===== src/rtl/channel_pkg.sv =====
// Shared types and constants for the channel frame collector.
package channel_pkg;

  localparam logic [7:0] SYNC_BYTE_DEFAULT = 8'hA5;
  localparam int         PAYLOAD_BYTES     = 4;
  localparam int         IDX_W             = $clog2(PAYLOAD_BYTES);

  typedef enum logic [1:0] {
    HUNT,
    COLLECT,
    HOLD
  } state_e;

endpackage


===== src/rtl/sat_counter8.sv =====
// 8-bit event counter that sticks at 8'hFF, with synchronous clear.
module sat_counter8 (
  input  logic       clk,
  input  logic       clr,
  input  logic       inc,
  output logic [7:0] count
);

  logic [7:0] count_q, count_d;

  always_comb begin
    count_d = count_q;
    if (inc && (count_q != 8'hFF)) count_d = count_q + 8'd1;
  end

  // NOTE: state registers use non-blocking (<=) so every flop samples pre-edge values.
  always_ff @(posedge clk) begin
    if (clr) count_q <= '0;
    else     count_q <= count_d;
  end

  assign count = count_q;

endmodule


===== src/rtl/channel_frame_collector.sv =====
// Hunts for a sync byte, assembles a 4-byte payload from the channel decoder
// and holds it until the consumer takes it, tracking error statistics.
module channel_frame_collector
  import channel_pkg::*;
#(
  parameter logic [7:0] SYNC_BYTE = SYNC_BYTE_DEFAULT
) (
  input  logic                         clk,
  input  logic                         rst,
  input  logic                         in_valid,
  input  logic [7:0]                   in_data,
  input  logic                         in_err_detected,
  input  logic                         in_err_corrected,
  input  logic                         frame_ready,
  output logic                         frame_valid,
  output logic [8*PAYLOAD_BYTES-1:0]   frame_data,
  output logic                         frame_corrected,
  output logic [7:0]                   drop_count,
  output logic [7:0]                   corr_count,
  output logic [7:0]                   ovf_count
);

  state_e                       state_q, state_d;
  logic [IDX_W-1:0]             idx_q, idx_d;
  logic [8*PAYLOAD_BYTES-1:0]   data_q, data_d;
  logic                         fcorr_q, fcorr_d;
  logic                         byte_bad, byte_corr;
  logic                         drop_inc, corr_inc, ovf_inc;

  assign byte_bad  = in_valid & in_err_detected & ~in_err_corrected;
  assign byte_corr = in_valid & in_err_detected &  in_err_corrected;

  // NOTE: every always_comb output gets a default first so no path infers a latch.
  always_comb begin
    state_d  = state_q;
    idx_d    = idx_q;
    data_d   = data_q;
    fcorr_d  = fcorr_q;
    drop_inc = 1'b0;
    corr_inc = 1'b0;
    ovf_inc  = 1'b0;

    unique case (state_q)
      HUNT: begin
        if (in_valid && !byte_bad && (in_data == SYNC_BYTE)) begin
          state_d  = COLLECT;
          idx_d    = '0;
          fcorr_d  = 1'b0;
          corr_inc = byte_corr;
        end
      end

      COLLECT: begin
        if (byte_bad) begin
          state_d  = HUNT;
          drop_inc = 1'b1;
        end else if (in_valid) begin
          // A sync-valued byte here is payload; resync only happens from HUNT.
          data_d[{idx_q, 3'b000} +: 8] = in_data;
          idx_d = idx_q + IDX_W'(1);
          if (byte_corr) begin
            fcorr_d  = 1'b1;
            corr_inc = 1'b1;
          end
          if (idx_q == IDX_W'(PAYLOAD_BYTES - 1)) state_d = HOLD;
        end
      end

      HOLD: begin
        ovf_inc = in_valid;
        if (frame_ready) state_d = HUNT;
      end

      default: state_d = HUNT;
    endcase
  end

  // NOTE: the payload register is reset because it is a visible output, not a storage array.
  always_ff @(posedge clk) begin
    if (rst) begin
      state_q <= HUNT;
      idx_q   <= '0;
      data_q  <= '0;
      fcorr_q <= 1'b0;
    end else begin
      state_q <= state_d;
      idx_q   <= idx_d;
      data_q  <= data_d;
      fcorr_q <= fcorr_d;
    end
  end

  sat_counter8 u_drop_cnt (.clk(clk), .clr(rst), .inc(drop_inc), .count(drop_count));
  sat_counter8 u_corr_cnt (.clk(clk), .clr(rst), .inc(corr_inc), .count(corr_count));
  sat_counter8 u_ovf_cnt  (.clk(clk), .clr(rst), .inc(ovf_inc),  .count(ovf_count));

  assign frame_valid     = (state_q == HOLD);
  assign frame_data      = data_q;
  assign frame_corrected = fcorr_q;

endmodule

===== config.mk =====
export PLATFORM = sky130hd
export DESIGN_NAME = channel_frame_collector
export DESIGN_NICKNAME = d
export VERILOG_FILES = /design/src/rtl/channel_pkg.sv /design/src/rtl/sat_counter8.sv /design/src/rtl/channel_frame_collector.sv
export SDC_FILE = /design/constraint.sdc
export NUM_CORES = 1
export LEC_CHECK = 0
export CORE_ASPECT_RATIO = 1.25
export CORE_UTILIZATION = 52
export CTS_BUF_LIST = sky130_fd_sc_hd__clkbuf_4 sky130_fd_sc_hd__clkbuf_8 sky130_fd_sc_hd__clkbuf_16
export DETAILED_ROUTE_END_ITERATION = 16
export PLACE_DENSITY = 0.85
export SLEW_MARGIN = 20
export SYNTH_ARGS = -nofsm -noshare
export SYNTH_HDL_FRONTEND = slang
export SYNTH_SLANG_ARGS = --single-unit

===== constraint.sdc =====
create_clock -name clk -period 3.59 [get_ports clk]
set_input_delay 0.5385 -clock clk [delete_from_list [all_inputs] [get_ports clk]]
set_output_delay 0.5385 -clock clk [all_outputs]
set_load 0.1 [all_outputs]

Word level (Yosys, flattened, before mapping). Index checks and enable logic that the tools add are counted.

Flip-flop bits (word level): 61. Input bits: 14. Output and inout port bits: 58.

Add/subtract/negate cells: 5. Equality and inequality tests: 14. Shift operators: 2. Muxes and demuxes: 24. Bitwise gates (word level): 5. Reductions and logical operators: 12.

Operators with widths (number): 32-bit bitwise mux (1); 8-bit by 7-bit variable shift with 32-bit output, first input constant (1); 8-bit by 7-bit variable part select with 32-bit output (1); 8-bit by 1-bit adder with 8-bit output, second input constant (3); 8-bit inequality test, second input constant (3); 2-bit two-way mux (8); 1-bit two-way mux (11); 2-bit inequality test, second input constant (5); 8-bit == test, second input constant (1); 4-bit AND reduction (2); 5-bit negation with 7-bit output (1); 3-bit inequality test, second input constant (2); 2-bit case mux with 3 select lines (1); 1-bit logical AND (5); 5-bit AND reduction (1); 2-bit == test, second input constant (2); 1-bit case mux with 2 select lines (2); 2-bit case mux with 2 select lines (1); 1-bit AND (3); 3-bit AND reduction (1); 2-bit by 1-bit adder with 2-bit output, second input constant (1); 2-bit by 1-bit == test with 1-bit output, second input constant (1); 2-bit logical NOT (1); 1-bit inverter (2); 2 further kinds (2).

Depth between registers and ports, before layout. Gate-level depths: netlist (run 1).

Word-level depth: 8. Depth in mapped cells: 6. Gate-level depth less buffers: 5.

Hierarchy. From an unflattened synthesis (run 1), not the netlist that was laid out.

Cell total of the unflattened synthesis: 329. Area total of the unflattened synthesis: 2951.6 µm².

By module, submodules not included: channel_frame_collector (times used 1, cells each 191, area each 1660.3 µm², seq. area each 740.7 µm²); sat_counter8 (times used 3, cells each 46, area each 430.4 µm², seq. area each 160.2 µm²).

Worst setup path before layout (run 1). Ideal clock, no wire load.

Path kind: reg2reg. From: reg u_corr_cnt.count_q[1] (netlist: u_corr_cnt.count[1]). To: reg u_corr_cnt.count_q[5] (netlist: u_corr_cnt.count[5]). Library setup time: 0.121 ns. Data arrival time: 2.287 ns. Required time: 3.469 ns. Path slack: 1.182 ns. Stages on the path, launching flop included: 7. Period minus slack after synthesis: 2.408 ns. Cell sequence: dfxtp_1 -> ha_1 -> nand3_1 -> o21ai_0 -> buf_2 -> nor4_1 -> mux2_2.

Cells in the longest elaborated chain, start to end: 2.

Ends and longest elaborated chain: start, declared (RTL line sat_counter8.sv:9) `logic [7:0] count_q, count_d;`; start signal, assigned (RTL line sat_counter8.sv:19) `else count_q <= count_d;`; branches (longest 2 deep; another with 8-bit by 1-bit adder with 8-bit output).

Several ways; the timed one is not identified. A chain may end at the register's enable or synchronous reset.

Worst setup path in the final report (run 1).
From: reg state_q[1]. To: out frame_valid.

Cells in the longest elaborated chain, start to end: 1.

Ends and longest elaborated chain: start, declared (RTL line channel_frame_collector.sv:23) `state_e state_q, state_d;`; start signal, assigned (RTL line channel_frame_collector.sv:86) `state_q <= state_d;`; 2-bit == test (RTL line channel_frame_collector.sv:97) `assign frame_valid = (state_q == HOLD);`; end, declared (RTL line channel_frame_collector.sv:15) `output logic frame_valid,`.

Every way passes these cells.

==> results of run 1 <==
-- critical path, delay by kind of cell, from the launching register on --
family	cells	cell delay [ns]
buf+inv	1	1.17
flops	1	0.39
simple gates	1	0.18
-- flip-flops by register name (all words and copies together) (netlist names) --
name              count
frame_corrected       1
frame_data           32
idx_q                 2
state_q               2
u_corr_cnt.count      8
u_drop_cnt.count      8
u_ovf_cnt.count       8
-- power groups by stage --
stage                     combinational [mW]  clock (mW)  sequential [mW]
after global routing                  0.0474       0.689            0.676
after detailed placement              0.0433           0            0.692
after global placement                0.0426           0            0.692
after CTS                             0.0436       0.656            0.677
after floorplan                       0.0184           0            0.692
final                                 0.0442       0.647            0.677
-- synthesized netlist by cell type (all sizes together) (3+ instances only) --
cell     count  share of area, %
nor3b        4               1.1
o2111ai      3              0.96
or4          4               1.1
o31ai        5               1.4
dfxtp       61                45
inv          4              0.55
nor2        14               1.9
o21ai        9               1.6
ha           9               4.1
or3          5               1.1
xor2         7               2.2
a21oi       47               8.6
nand3       47               8.6
and3         6               1.4
nand4        5               1.1
mux2i        3               1.1
clkbuf      11               1.5
buf          5               1.2
nand2       40               5.5
-- cell type report --
type | count | area share, %
clock buffers | 13 | 4.70
multi-input cells | 239 | 38.9
inverters | 4 | 0.409
flip-flops and latches | 61 | 33.3
well taps | 62 | 2.11
clock inverters | 3 | 1.16
repair buffers | 72 | 19.4
-- metal layers --
metal / wire (um) / vias to the layer above
li1: - / 1296
met1: 2710 / 1204
met2: 3320 / 88
met4: 187 / 0
met5: 0 / -
met3: 413 / 15
-- kinds of logic (layout without fill, tap and decap cells) --
family / count (synthesis) / after routing / synth area share [%]
compound gates: 75 / 75 / 16.7
xor+xnor: 7 / 7 / 2.24
mux: 4 / 4 / 1.51
flops: 61 / 61 / 44.6
buf+inv: 20 / 92 / 3.24
simple gates: 144 / 144 / 27.6
fa+ha+maj: 9 / 9 / 4.11
-- stage by stage --
step                      worst slack, ns  total power [mW]  cells
after floorplan                      1.18             0.711    320
after global placement              0.982             0.735    438
after detailed placement            0.858             0.735    438
after CTS                           0.964              1.38    454
after global routing                0.835              1.41    454
final                               0.966              1.37    454
-- final timing paths --
| path | end | slack [ns] | start |
|---|---|---|---|
| worst max register to register | frame_data[14]$_SDFFE_PP0P_ | 1.37 | idx_q[0]$_SDFFE_PP0P_ |
| worst max-delay path | frame_valid | 0.97 | state_q[1]$_SDFFE_PP0P_ |
| worst min register to register | frame_data[1]$_SDFFE_PP0P_ | 0.45 | frame_data[1]$_SDFFE_PP0P_ |
| worst min-delay path | frame_data[1]$_SDFFE_PP0P_ | 0.45 | frame_data[1]$_SDFFE_PP0P_ |
==> key figures, run 1 <==
Floorplan
  • I/O pins: between 70 and 80
  • Core region area: between 5000 and 6000 sq um
  • Die span in x: 66.9 um
  • Initial core utilization: a little over half
  • FP Rows: 29
  • Die area: ~5600 sq um
  • Die H: slightly above 80 um

Global route
  • GRT busiest layer: met2
  • Number of global-route vias before repair: around 2400
  • Initial antenna violation count: 0
  • GR met2 Demand/Resource: between 40% and 50%
  • Met3 Usage GRT: between 7 and 8%
  • Global Route met1 Usage: roughly 29%
  • First-pass GRT wire length: about 11000 um
  • Largest net degree at the start of global routing: 38
  • GR Util All Layers: between 20% and 30%
  • Overflow after GRT: 0

Worst setup path
  • CP arrival: 2.09 ns
  • Critical Path RT: about 3.1 ns
  • Maximum fanout along the worst path: 6
  • Slowest cell on crit path: clkdlybuf4s50_1
  • Critical path cell sequence: nor2b_1, clkdlybuf4s50_1
  • Category of the worst setup path launch point: flop
  • Worst Setup End Kind: primary output
  • Worst r2r path cells: 5
  • Crit Path Class: flop to primary output
  • CP max stage delay: 1.17 ns

Synth
  • Main synth FF type: dfxtp_1
  • Mapped Cells: 320
  • Seq/Total Area, Yosys: between 40 and 50%
  • Synth unique cells: 43
  • Net count after synthesis: approximately 340
  • Synth Cell Area: around 2700 sq um
  • Yosys warns: 0
  • EDFF count, synth: 0
  • Post-synth ARST share: 0%
  • FF+latch count, synth: 61
  • Avg Cell Area, Syn: roughly 8.6 sq um

STA
  • RSZ-0062 raised after global routing: false
  • Max Slew Vio Count: 0
  • Final Critical Period: approximately 2.6 ns
  • F_max: roughly 380 MHz
  • Clk_skew: between 0.008 and 0.009 ns
  • Worst Hold Slack: about 0.45 ns
  • Post-route clock period utilization: between 70% and 80%
  • Setup TNS Final: 0 ns
  • Final Setup Violations: 0
  • Max_slew headroom: between 30% and 40%
  • Endpoints failing hold: 0
  • Tightest Pin Transition: around 1 ns

Pwr
  • Comb pwr share: 3.2%
  • Pleak: 1.24 nW
  • NetSw: slightly below 0.3 mW
  • Power per cell area: roughly 370 nW/um^2
  • Sw Share: a little over a fifth
  • Reg power frac: roughly half
  • Internal: around 1.1 mW
  • Peak supply drop: 243 uV
  • Clock power frac: 47.3%

Clocking
  • Total clock sinks: 61
  • CTS clock-pin slew for the worst setup and hold paths: around 0.07 ns
  • H-Tree Level Count: 3
  • Root Driver: clkbuf_8
  • CTS tree: yes
  • Post-CTS Setup Bufs: 0
  • Max Root-Sink Buffers: 2
  • Hold buffers post-CTS: 0
  • Worst-skew pair later-pin latency: about 0.34 ns
  • CTS Buf Count: 9
  • CTS-repair resized insts: 0

Route
  • Vias per cell: between 5 and 6
  • Wirelength per Cell: 14.6 um
  • DR pass1 iterations: 4
  • Drc violations: 0
  • Iteration-0 DRC Markers: about 220
  • DRT antenna net count: 0
  • Routed WL: ~6600 um
  • Vias: 2603

Final layout
  • Commonest non-fill, non-tap cells in the layout: clkdlybuf4s50_1 (70), dfxtp_1 (61), a21oi_1 (47), nand3_1 (47), nand2_1 (40)
  • Final Instance Area: about 3700 sq um
  • # fillers: 411
  • Layout area overhead: 34.0%
  • Core Util, Final: 72.3%
  • Register area: approximately 1200 sq um
  • Ant diodes: 0
  • Commonest non-fill, non-tap cell in the layout: clkdlybuf4s50_1
  • Layout cells sized above 1: 6.12%
  • Multi-input gate area: 1430 sq um
  • # nets final: about 400

Min path
  • Tightest Hold Check Type: flop to flop
  • Worst Hold Depth: 2

Status
  • Outcome: finished clean

Placed design
  • DP HPWL: 4670 um
  • Final Wtd Congestion: between 0.8 and 0.9
  • Placed Area: between 3000 and 4000 sq um
  • IO Port Bufs: a little over 70

Run
  • Max-cap viol count: 0
(Power assumes the default switching activity.)
==> run 2: changes to the inputs <==
CORE_UTILIZATION = 44   (was 52)
PLACE_DENSITY = 0.76   (was 0.85)
clock period = 2.35 ns   (was 3.59 ns; I/O delays follow)
==> key figures, run 2 (same netlist as run 1, synthesis figures left out) <==
STA
  • Clk_skew: 0.0110 ns
  • RSZ-0062 raised after global routing: false
  • PnR worst setup slack: between 0.2 and 0.3 ns
  • F_max: 485 MHz
  • Final Setup Violations: 0
  • Final Critical Period: roughly 2.1 ns
  • Endpoints failing hold: 0
  • Tightest Pin Transition: about 0.93 ns
  • Max Slew Vio Count: 0
  • Setup TNS Final: 0 ns
  • Max_slew headroom: between 30 and 40%
  • Post-route clock period utilization: between 80% and 90%

Final layout
  • Layout cells sized above 1: about a quarter
  • Commonest non-fill, non-tap cell in the layout: buf_4
  • # fillers: 543
  • Ant diodes: 0
  • Max reg flops: 32
  • Commonest non-fill, non-tap cells in the layout: buf_4 (75), dfxtp_1 (59), a21oi_1 (47), nand3_1 (47), nand2_1 (40)
  • Layout area overhead: 33.8%
  • # nets final: between 400 and 500

Route
  • Wirelength per Cell: roughly 14 um
  • Iteration-0 DRC Markers: ~180
  • Drc violations: 0
  • Vias per cell: approximately 5.4
  • Vias: around 2700
  • DR pass1 iterations: 4
  • DRT antenna net count: 0
  • Routed WL: around 6700 um

Placed design
  • Final Wtd Congestion: approximately 0.84
  • Pre-CTS setup slack: ~0.048 ns
  • DP HPWL: 4830 um
  • IO Port Bufs: 71

Floorplan
  • Initial core utilization: ~46%
  • Die span in x: 72.6 um
  • I/O pins: between 70 and 80
  • Die H: approximately 90 um
  • FP Rows: 31
  • Die area: around 6500 sq um
  • Core region area: ~6000 sq um

Clocking
  • CTS tree: yes
  • H-Tree Level Count: 3
  • Hold buffers post-CTS: 0
  • Total clock sinks: just over 60
  • Post-CTS Setup Bufs: 0
  • CTS clock-pin slew for the worst setup and hold paths: ~0.07 ns
  • Max Root-Sink Buffers: 2
  • CTS-repair resized insts: 0
  • Root Driver: clkbuf_8
  • Worst-skew pair later-pin latency: ~0.34 ns
  • CTS Buf Count: 9

Pwr
  • Pleak: around 1.4 nW
  • Power per cell area: 540 nW/um^2
  • Peak supply drop: approximately 360 uV

Global route
  • Overflow after GRT: 0
  • First-pass GRT wire length: 11000 um
  • GR Util All Layers: 21.3%
  • Number of global-route vias before repair: about 2500
  • Initial antenna violation count: 0
  • Largest net degree at the start of global routing: 36

Worst setup path
  • Crit Path Class: flop to flop
  • CP arrival: roughly 2.3 ns
  • Critical Path RT: between 2 and 3 ns
  • Maximum fanout along the worst path: 10
  • Category of the worst setup path launch point: flop
  • Worst Setup End Kind: flop

Run
  • Max-cap viol count: 0

Status
  • Outcome: finished clean

Min path
  • Tightest Hold Check Type: flop to flop
## run 2: cell count changes in the layout (fill, tap and decap cells not counted)
cell / before / now
buf_12: 0 / 1
o21ai_0: 8 / 9
clkdlybuf4s50_1: 70 / 12
dfxtp_2: 0 / 2
clkbuf_4: 1 / 0
o21ai_1: 1 / 0
clkbuf_8: 12 / 11
clkinvlp_4: 1 / 4
buf_4: 1 / 75
dfxtp_1: 61 / 59
bufinv_16: 1 / 0
## run 2: critical path, stage by stage (launching register included)
cell and delay, ns:
dfxtp_2 0.36, ha_1 0.24, nand3_1 0.09, o21ai_0 0.74, buf_4 0.27, nor3b_1 0.05
o21ba_2 0.20
## run 2: path summary, 6_finish.rpt
check,from,to,slack [ns],cells past startpoint
setup reg to reg,u_corr_cnt.count[0]$_SDFFE_PP0P_,u_corr_cnt.count[1]$_SDFFE_PP0P_,0.29,6
hold / removal,frame_data[19]$_SDFFE_PP0P_,frame_data[19]$_SDFFE_PP0P_,0.45,2
hold reg to reg,frame_data[19]$_SDFFE_PP0P_,frame_data[19]$_SDFFE_PP0P_,0.45,2
setup / recovery,u_corr_cnt.count[0]$_SDFFE_PP0P_,u_corr_cnt.count[1]$_SDFFE_PP0P_,0.29,6
## run 2: cell type report
type	count	area (sq um)	share of cell area, %
Clock buffer	11	151	4.13
Clock inverter	5	35.0	0.956
Inverter	4	15.0	0.410
Multi-Input combinational cell	239	1430	39.0
Sequential cell	61	1220	33.4
Tap cell	82	103	2.80
Timing Repair Buffer	89	708	19.3
## run 2: report_power, final
group	internal (mW)	leakage, nW	switching, mW
clock	0.437	0.0836	0.420
combinational	0.0391	0.845	0.0491
sequential	1.03	0.492	0.000158
total	1.51	1.42	0.469
## run 2: metrics by stage
| stage | hold slack [ns] | instances | utilization [%] | area (sq um) | total power, mW |
|---|---|---|---|---|---|
| final | 0.453 | 491 | 62.2 | 3660 | 1.98 |
| after global routing | 0.471 | 491 | 62.2 | 3660 | 2.04 |
| after detailed placement | 0.443 | 475 | 59.0 | 3480 | 1.14 |
| after CTS | 0.452 | 491 | 62.2 | 3660 | 2.00 |
| after global placement | 0.438 | 475 | 59.0 | 3480 | 1.14 |
| after floorplan | 0.446 | 320 | - | 2740 | 1.09 |
## run 2: metal layers
layer	vias to the layer above	track usage, %	share of wire [%]
li1	1326	-	-
met1	1224	24.0	43
met2	85	35.6	48
met3	19	5.83	6.0
met4	0	11.9	3.3
met5	-	0	0
==> run 3: changes to the inputs <==
CORE_MARGIN = 4   (was not set)
==> key figures, run 3 (same netlist as run 1, synthesis figures left out) <==
Pwr
  • Sw Share: a little under a quarter
  • NetSw: 0.450 mW
  • Comb pwr share: 4.5%
  • Reg power frac: between 50% and 60%
  • Power per cell area: 537 nW/um^2
  • Internal: roughly 1.5 mW
  • Peak supply drop: 404 uV
  • Clock power frac: a little over two fifths
  • Pleak: about 1.4 nW

Run
  • Max-cap viol count: 0

Global route
  • First-pass GRT wire length: about 11000 um
  • Overflow after GRT: 0
  • GR met2 Demand/Resource: between 30% and 40%
  • GRT busiest layer: met2
  • Global Route met1 Usage: around 21%
  • GR Util All Layers: a little under a fifth
  • Met3 Usage GRT: 4.78%
  • Initial antenna violation count: 0
  • Number of global-route vias before repair: roughly 2300
  • Largest net degree at the start of global routing: 37

Worst setup path
  • Crit Path Class: input port to flop
  • Delay-heaviest family, CP: compound AO/OA/AOI/OAI gates
  • Buf/Inv on CP: 2
  • Critical Path RT: approximately 2.5 ns
  • Maximum fanout along the worst path: 9
  • Worst Setup End Kind: flop
  • CP arrival: 2.19 ns
  • CP max stage delay: 0.46 ns
  • Category of the worst setup path launch point: input port
  • Critical path cell sequence: clkdlybuf4s50_1, nor4b_4, a41oi_4, buf_4, o41ai_1, a21oi_1
  • Slowest cell on crit path: clkdlybuf4s50_1
  • RR Startpoint: u_ovf_cnt.count[0]$_SDFFE_PP0P_
  • Crit path from: in_data[6]
  • Worst R2R Setup Slack: between 0.6 and 0.7 ns

STA
  • F_max: approximately 500 MHz
  • PnR worst setup slack: ~0.35 ns
  • Final Critical Period: between 1.5 and 2 ns
  • RSZ-0062 raised after global routing: false
  • Endpoints failing hold: 0
  • Post-route clock period utilization: a little over four fifths
  • Setup TNS Final: 0 ns
  • Final Setup Violations: 0
  • Clk_skew: 0.00915 ns
  • Max Slew Vio Count: 0
  • Max_slew headroom: 55.8%
  • Tightest Pin Transition: around 0.66 ns

Clocking
  • Max Root-Sink Buffers: 2
  • CTS tree: yes
  • Total clock sinks: a little over 60
  • Root Driver: clkbuf_8
  • CTS clock-pin slew for the worst setup and hold paths: about 0.070 ns
  • H-Tree Level Count: 3
  • Hold buffers post-CTS: 0
  • CTS Buf Count: 9
  • CTS-repair resized insts: 0
  • Post-CTS Setup Bufs: 0
  • Worst-skew pair later-pin latency: ~0.34 ns

Placed design
  • Pre-CTS setup slack: slightly above 0.006 ns
  • IO Port Bufs: around 70
  • Placed Area: 3490 sq um
  • DP HPWL: 5100 um
  • Final Wtd Congestion: between 0.8 and 0.9
  • Cells after DPL: 476

Route
  • Drc violations: 0
  • DRT antenna net count: 0
  • Wirelength per Cell: ~14 um
  • Vias: approximately 2600
  • Vias per cell: 5.37
  • Iteration-0 DRC Markers: 128
  • DR pass1 iterations: 4
  • Routed WL: just under 7000 um

Final layout
  • Final Instance Area: about 3700 sq um
  • # nets final: around 430
  • Post-Layout Cell Count: 492
  • Ant diodes: 0
  • Commonest non-fill, non-tap cell in the layout: buf_4
  • Core Util, Final: between 60% and 70%
  • Layout cells sized above 1: roughly 25%
  • Max reg flops: 32
  • Layout area overhead: 33.9%
  • Multi-input gate area: about 1400 sq um
  • Register area: around 1200 sq um
  • Commonest non-fill, non-tap cells in the layout: buf_4 (76), dfxtp_1 (59), a21oi_1 (47), nand3_1 (47), nand2_1 (40)
  • # fillers: 556

Min path
  • Hold_sp: frame_data[4]$_SDFFE_PP0P_
  • Tightest Hold Check Type: flop to flop

Floorplan
  • Die span in x: roughly 80 um
  • Core region area: roughly 6000 sq um
  • Die area: between 7000 and 8000 sq um
  • Initial core utilization: a little under half
  • I/O pins: a little over 70
  • Die H: slightly below 100 um
  • FP Rows: 31

Status
  • Outcome: finished clean
[run 3: cell count changes in the layout (fill, tap and decap cells not counted)]
cell / delta
buf_4: +1
clkbuf_4: +1
clkinv_2: +2
clkinvlp_4: -3
[run 3: path summary, 6_finish.rpt]
kind / end / depth (start not counted)
min reg2reg: frame_data[4]$_SDFFE_PP0P_ / 2
min: frame_data[4]$_SDFFE_PP0P_ / 2
max reg2reg: u_ovf_cnt.count[1]$_SDFFE_PP0P_ / 5
max: u_corr_cnt.count[6]$_SDFFE_PP0P_ / 6
[run 3: metal layers]
metal | routed length [um] | share of wire [%] | vias to the layer above
li1 | - | - | 1332
met1 | 2930 | 42 | 1222
met2 | 3460 | 50 | 77
met3 | 470 | 6.8 | 9
met4 | 106 | 1.5 | 0
met5 | 0 | 0 | -
[run 3: layout make-up]
cell class              instances  share of cell area [%]
repair buffers                 90                    19.5
clock buffers                  12                    4.33
inverters                       4                   0.409
multi-input cells             239                    39.0
flip-flops and latches         61                    33.4
well taps                      82                    2.80
clock inverters                 4                   0.614
[run 3: stage by stage]
stage               total power, mW  hold slack, ns
floorplan                      1.09           0.446
global placement               1.14           0.439
detailed placement             1.15           0.446
CTS                            2.00           0.453
global route                   2.04           0.475
finish                         1.97           0.452
[run 3: worst register-to-register path: cells and delay by family, from the launching register on]
family	cells	cell delay (ns)
compound gates	1	0.39
fa+ha+maj	1	0.25
flops	1	0.40
mux	1	0.22
simple gates	2	0.29
[run 3: power by group through the flow]
| stage | combinational [mW] | clock (mW) | sequential (mW) |
|---|---|---|---|
| after CTS | 0.0884 | 0.873 | 1.03 |
| after floorplan | 0.0281 | 0 | 1.06 |
| final | 0.0878 | 0.848 | 1.03 |
| after global routing | 0.0937 | 0.909 | 1.03 |
| after global placement | 0.0872 | 0 | 1.06 |
| after detailed placement | 0.0880 | 0 | 1.06 |
